$ cat config.mk
export PLATFORM = sky130hd
export DESIGN_NAME = mem_preloader
export DESIGN_NICKNAME = d
export VERILOG_FILES = /design/src/rtl/mem_preloader_pkg.sv /design/src/rtl/preload_addr_gen.sv /design/src/rtl/mem_preloader.sv
export SDC_FILE = /design/constraint.sdc
export NUM_CORES = 1
export LEC_CHECK = 0
export CAP_MARGIN = 20
export CORE_UTILIZATION = 54
export CTS_CLUSTER_SIZE = 30
export DETAILED_ROUTE_END_ITERATION = 10
export PLACE_DENSITY_LB_ADDON = 0.05
export RECOVER_POWER = 25
export SYNTH_ARGS = -nofsm -noshare
export SYNTH_HDL_FRONTEND = slang
export SYNTH_HIERARCHICAL = 1
export SYNTH_SLANG_ARGS = --single-unit
$ cat constraint.sdc
create_clock -name clk -period 4.6 [get_ports clk]
set_clock_uncertainty 0.15 [all_clocks]
set_input_delay 0.46 -clock clk [delete_from_list [all_inputs] [get_ports clk]]
set_output_delay 0.46 -clock clk [all_outputs]
set_load 0.005 [all_outputs]
$ cat src/rtl/mem_preloader_pkg.sv
// rtl/mem_preloader_pkg.sv - shared defaults and state encoding for the memory preloader
package mem_preloader_pkg;

    localparam int REG_WIDTH_DEFAULT = 8;
    localparam int MEM_DEPTH_DEFAULT = 65536;

    typedef enum logic [2:0] {
        ST_IDLE   = 3'd0,
        ST_LOAD   = 3'd1,
        ST_VERIFY = 3'd2,
        ST_DRAIN  = 3'd3,
        ST_DONE   = 3'd4
    } state_t;

endpackage

$ cat src/rtl/preload_addr_gen.sv
// rtl/preload_addr_gen.sv - wrapping address and word counter with last-word flag
//
// Ports:
//   clk, reset_n : clock, synchronous active-low reset
//   load, base   : restart the sequence at base with the counter at zero
//   step         : advance one word (ignored when load is high)
//   len          : word count of the current operation
//   addr         : current address, wraps from MEM_DEPTH-1 to 0
//   last         : counter is at len-1
module preload_addr_gen #(
    parameter int MEM_DEPTH  = 65536,
    parameter int ADDR_WIDTH = $clog2(MEM_DEPTH)
) (
    input  logic                  clk,
    input  logic                  reset_n,
    input  logic                  load,
    input  logic                  step,
    input  logic [ADDR_WIDTH-1:0] base,
    input  logic [ADDR_WIDTH:0]   len,
    output logic [ADDR_WIDTH-1:0] addr,
    output logic                  last
);

    localparam logic [ADDR_WIDTH-1:0] ADDR_MAX = ADDR_WIDTH'(MEM_DEPTH - 1);
    localparam logic [ADDR_WIDTH-1:0] ADDR_ONE = ADDR_WIDTH'(1);
    localparam logic [ADDR_WIDTH:0]   CNT_ONE  = (ADDR_WIDTH + 1)'(1);

    logic [ADDR_WIDTH:0] count;

    always_ff @(posedge clk) begin
        if (!reset_n) begin
            addr  <= '0;
            count <= '0;
        end else if (load) begin
            addr  <= base;
            count <= '0;
        end else if (step) begin
            addr  <= (addr == ADDR_MAX) ? '0 : addr + ADDR_ONE;
            count <= count + CNT_ONE;
        end
    end

    assign last = (count == len - CNT_ONE);

endmodule

$ cat src/rtl/mem_preloader.sv
// rtl/mem_preloader.sv - streams an image into memory with optional readback checksum verify
//
// Ports:
//   clk, reset_n                 : clock, synchronous active-low reset
//   start, base_addr, length,
//   verify_en                    : load request and its parameters (taken in IDLE only)
//   in_valid, in_data, in_ready  : image word stream
//   mem_wr_en, mem_addr,
//   mem_wr_data, mem_rd_data     : memory port (read data one cycle after address)
//   cpu_hold                     : keeps the CPU off the bus while not idle
//   busy, done, error, checksum  : status; done is a one-cycle pulse, error is sticky
module mem_preloader
    import mem_preloader_pkg::*;
#(
    parameter int REG_WIDTH  = REG_WIDTH_DEFAULT,
    parameter int MEM_DEPTH  = MEM_DEPTH_DEFAULT,
    parameter int ADDR_WIDTH = $clog2(MEM_DEPTH)
) (
    input  logic                  clk,
    input  logic                  reset_n,
    input  logic                  start,
    input  logic [ADDR_WIDTH-1:0] base_addr,
    input  logic [ADDR_WIDTH:0]   length,
    input  logic                  verify_en,
    input  logic                  in_valid,
    input  logic [REG_WIDTH-1:0]  in_data,
    output logic                  in_ready,
    output logic                  mem_wr_en,
    output logic [ADDR_WIDTH-1:0] mem_addr,
    output logic [REG_WIDTH-1:0]  mem_wr_data,
    input  logic [REG_WIDTH-1:0]  mem_rd_data,
    output logic                  cpu_hold,
    output logic                  busy,
    output logic                  done,
    output logic                  error,
    output logic [REG_WIDTH-1:0]  checksum
);

    localparam logic [ADDR_WIDTH:0] DEPTH_W = (ADDR_WIDTH + 1)'(MEM_DEPTH);

    state_t state, next_state;

    logic [ADDR_WIDTH-1:0] base_q;
    logic [ADDR_WIDTH:0]   len_q;
    logic                  verify_q;
    logic [REG_WIDTH-1:0]  rb_sum;
    logic [REG_WIDTH-1:0]  rb_next;
    logic                  rd_pending;

    logic                  gen_load;
    logic                  gen_step;
    logic [ADDR_WIDTH-1:0] gen_base;
    logic [ADDR_WIDTH-1:0] gen_addr;
    logic                  gen_last;

    preload_addr_gen #(
        .MEM_DEPTH  (MEM_DEPTH),
        .ADDR_WIDTH (ADDR_WIDTH)
    ) u_addr_gen (
        .clk     (clk),
        .reset_n (reset_n),
        .load    (gen_load),
        .step    (gen_step),
        .base    (gen_base),
        .len     (len_q),
        .addr    (gen_addr),
        .last    (gen_last)
    );

    assign mem_addr = gen_addr;
    assign rb_next  = rb_sum + mem_rd_data;

    always_ff @(posedge clk) begin
        if (!reset_n) begin
            state <= ST_IDLE;
        end else begin
            state <= next_state;
        end
    end

    always_comb begin
        next_state  = state;
        in_ready    = 1'b0;
        mem_wr_en   = 1'b0;
        mem_wr_data = '0;
        gen_load    = 1'b0;
        gen_step    = 1'b0;
        gen_base    = base_q;
        busy        = 1'b0;
        done        = 1'b0;
        cpu_hold    = (state != ST_IDLE);
        unique case (state)
            ST_IDLE: begin
                if (start) begin
                    // base_q is captured on this same edge, so seed the generator directly
                    gen_load = 1'b1;
                    gen_base = base_addr;
                    if (length == '0 || length > DEPTH_W) begin
                        next_state = ST_DONE;
                    end else begin
                        next_state = ST_LOAD;
                    end
                end
            end
            ST_LOAD: begin
                in_ready = 1'b1;
                busy     = 1'b1;
                if (in_valid) begin
                    mem_wr_en   = 1'b1;
                    mem_wr_data = in_data;
                    gen_step    = 1'b1;
                    if (gen_last) begin
                        if (verify_q) begin
                            // rewind to the first word for the readback pass
                            gen_load   = 1'b1;
                            next_state = ST_VERIFY;
                        end else begin
                            next_state = ST_DONE;
                        end
                    end
                end
            end
            ST_VERIFY: begin
                busy     = 1'b1;
                gen_step = 1'b1;
                if (gen_last) begin
                    next_state = ST_DRAIN;
                end
            end
            ST_DRAIN: begin
                busy       = 1'b1;
                next_state = ST_DONE;
            end
            ST_DONE: begin
                done       = 1'b1;
                next_state = ST_IDLE;
            end
            default: begin
                next_state = ST_IDLE;
            end
        endcase
    end

    always_ff @(posedge clk) begin
        if (!reset_n) begin
            base_q     <= '0;
            len_q      <= '0;
            verify_q   <= 1'b0;
            checksum   <= '0;
            rb_sum     <= '0;
            rd_pending <= 1'b0;
            error      <= 1'b0;
        end else begin
            // each VERIFY cycle issues a read whose data lands in the following cycle
            rd_pending <= (state == ST_VERIFY);
            if (rd_pending) begin
                rb_sum <= rb_next;
            end
            if (state == ST_IDLE && start) begin
                base_q   <= base_addr;
                len_q    <= length;
                verify_q <= verify_en;
                checksum <= '0;
                rb_sum   <= '0;
                error    <= (length > DEPTH_W);
            end
            if (state == ST_LOAD && in_valid) begin
                checksum <= checksum + in_data;
            end
            // the final read's data is only on mem_rd_data during DRAIN, so fold it in here
            if (state == ST_DRAIN) begin
                error <= (rb_next != checksum);
            end
        end
    end

endmodule

==> results.cfg <==
[outcome]
run_status = complete, no violations

[timing]
period_minus_slack_ns = 3.69
timing.fmax_mhz = 271
relSlewSlack = 0.0715
setup_viol = 0
rsz0062_at_grt = no
tightest_slew_ns = 1.38
period_share = 0.803
setup-tns-final_ns = 0
hold_viol = 0
fin_ws_ns = 0.908
final_max_slew_viol_count = 0

[critical_path]
criticalPathCategory = reg -> reg
crit_path_max_fanout = 11
cp_common_cell = nor2_1
crit_slowest_cell = dfxtp_1
r2r_slack_ns = 0.91
cp-start-kind = flop
cp_cell_sequence = inv_1 > ha_1 > nor4b_1 > buf_4 > nor2_1 > a21oi_1 > o21a_1 > a2111oi_0 > o2111a_1 > nand3_1 > nand2_1 > o2111ai_1 > nor2_1 > nand4_1 > xor2_1 > o21ai_0
r2r_start = len_q[0]$_SDFFE_PN0P_
reg2reg_depth = 16
cp-endpoint = u_addr_gen/addr[9]$_SDFFE_PN0P_
cp.required_ns = 4.70
arrival_ns = 3.79
end_kind = flop
cp-startpoint = len_q[0]$_SDFFE_PN0P_
cp_slowest_stage_delay_ns = 0.49
timing.rr.end = u_addr_gen/addr[9]$_SDFFE_PN0P_

[synthesis]
netlist.area_leader.share = 0.334
yosys.area.top_type = dfxtp_1
synth_area_leaders = dfxtp_1 33%, nand2_1 8.7%, xor2_1 6.5%
yosys-top-cells-count = 122 x nand2_1, 88 x dfxtp_1, 49 x nor2_1
ys_types = 65
synth.avg_cell_area_um2 = 7.97
synthCells = 662
synth_seq_area_share = 0.334
synthArstFlopShare = 0
syn_nets = 736
synth_edf_count = 0
ys.flop_type = dfxtp_1
yosys_warnings = 6
ys_ff_latch = 88
syn_area_mm2 = 0.00527
yosys.cell_count.top_type = nand2_1

[floorplanning]
io_pins = 92
core_region_area_mm2 = 0.00937
fp.dieW_um = 101
die_area_mm2 = 0.0102
num_rows = 35
die_h_um = 101
start_util = 0.563

[drt]
dr.pass1.iters = 4
vias = 4906
totalWireLength_um = 13200
drc = 0
antenna_left = 0
via_per_inst = 5.61
first_iter_violations = 184
wl_per_cell_um = 15.1

[hold_path]
hp-start = len_q[16]$_SDFFE_PN0P_
hold_path_class = reg -> reg
min_path_cells = 2

[global_route]
overflow = 0
gr-usage-all-layers = 0.269
grt_pass1_wl_um = 21600
grt_pass1_vias = 4672
grt_max_degree = 50
antenna_found_initial = 0

[clocking]
numCtsBuffers = 9
cts_hold_buf = 0
cts_setup_buffers = 0
clk_pin_slew_ns = 0.09
ctsHtreeMaxLevel = 3
clk_path_buf_depth = 2
cts_root_buf = clkbuf_8
cts.sinks = 88
cts_tree = yes
insertion_delay_ns = 0.37
cts_resized = 0

[cells_and_area]
syn2layout_area_growth_pct = 22.5
final_cells = 875
multi_input_area_mm2 = 0.00335
regArea_mm2 = 0.00176
layout.nets = 815
diodes = 0
finish.utilization = 0.689
nFillCells = 810
layout-drive-gt1-share = 0.0509

[flow_run]
cap_viol_max_count = 0

[place]
portBuffers = 91
post-dp-hpwl_um = 9900
pre_cts_ws_ns = 0.911
place_congestion = 0.883
post-place-cells = 859

[power]
peakVddDrop_mv = 0.145
powerDensity_mw_per_mm2 = 266
p_leak_nw = 2.63
fin_total_pwr_mw = 1.72
==> power breakdown <==
group / switching [mW] / internal [mW]
clock network: 0.280 / 0.213
logic: 0.194 / 0.189
registers: 0.0446 / 0.799
==> cells in the final DEF (no fill, tap or decap), types with 7 or more instances in the layout <==
cell type and n:
nand2b_1 7, clkdlybuf4s50_1 65, nand2_1 122, and2_1 33
buf_4 9, and3_1 9, nor2_1 49, or3_1 7
nor2b_1 14, nand3_1 19, a21boi_0 20, clkbuf_8 10
mux2i_1 9, o21ai_0 15, dlygate4sd3_1 25, ha_1 18
nor3_1 15, nor4_1 9, inv_1 9, xor2_1 39
a21oi_1 20, xnor2_1 25, nand4_1 16, dfxtp_1 88
==> sequential cells by signal, indices dropped and copies added (netlist names), 3 cells and up <==
signal,count
state,3
base_q,16
len_q,17
checksum,8
u_addr_gen/addr,16
rb_sum,8
u_addr_gen/count,17
==> per-stage QoR <==
stage / instance area, um^2 / hold WS, ns
after floorplan: 5270 / 0.301
after global placement: 6290 / 0.318
after detailed placement: 6290 / 0.326
after CTS: 6460 / 0.338
after global routing: 6460 / 0.354
final: 6460 / 0.335
==> layer usage <==
metal / vias up / global-route usage / routed length [um]
li1: 2459 / - / -
met1: 2287 / 0.330 / 5870
met2: 139 / 0.461 / 6330
met3: 21 / 0.0555 / 733
met4: 0 / 0.108 / 277
met5: - / 0 / 0
==> area by class of cell <==
type                            count  area share
Multi-Input combinational cell    532       0.519
Sequential cell                    88       0.273
Tap cell                          129      0.0250
Clock buffer                       12      0.0225
Clock inverter                      4     0.00465
Timing Repair Buffer              100       0.151
Inverter                           10     0.00581
==> worst min path at each step <==
stage,end
5_1_grt,state[0]$_SDFFE_PN0P_
3_3_place_gp,rb_sum[6]$_SDFFE_PP0P_
4_1_cts,len_q[16]$_SDFFE_PN0P_
2_1_floorplan,len_q[15]$_SDFFE_PN0P_
6_report,len_q[16]$_SDFFE_PN0P_
3_5_place_dp,len_q[16]$_SDFFE_PN0P_
==> kinds of logic after synthesis <==
group,after synthesis,share of synthesized area
buffers and inverters,42,0.0306
flip-flops,88,0.334
adder cells (fa/ha/maj),20,0.0503
AO/OA/AOI/OAI,113,0.151
multiplexers,10,0.0199
XOR/XNOR,64,0.106
AND/OR/NAND/NOR,325,0.308
==> worst max-delay path: cells and delay by family, from the launching register on <==
kind            cells  cell delay, ns
compound gates      6            1.27
simple gates        6            0.92
flops               1            0.49
buf+inv             2            0.28
fa+ha+maj           1            0.27
xor+xnor            1            0.17
Power figures use the tool's default switching activity.
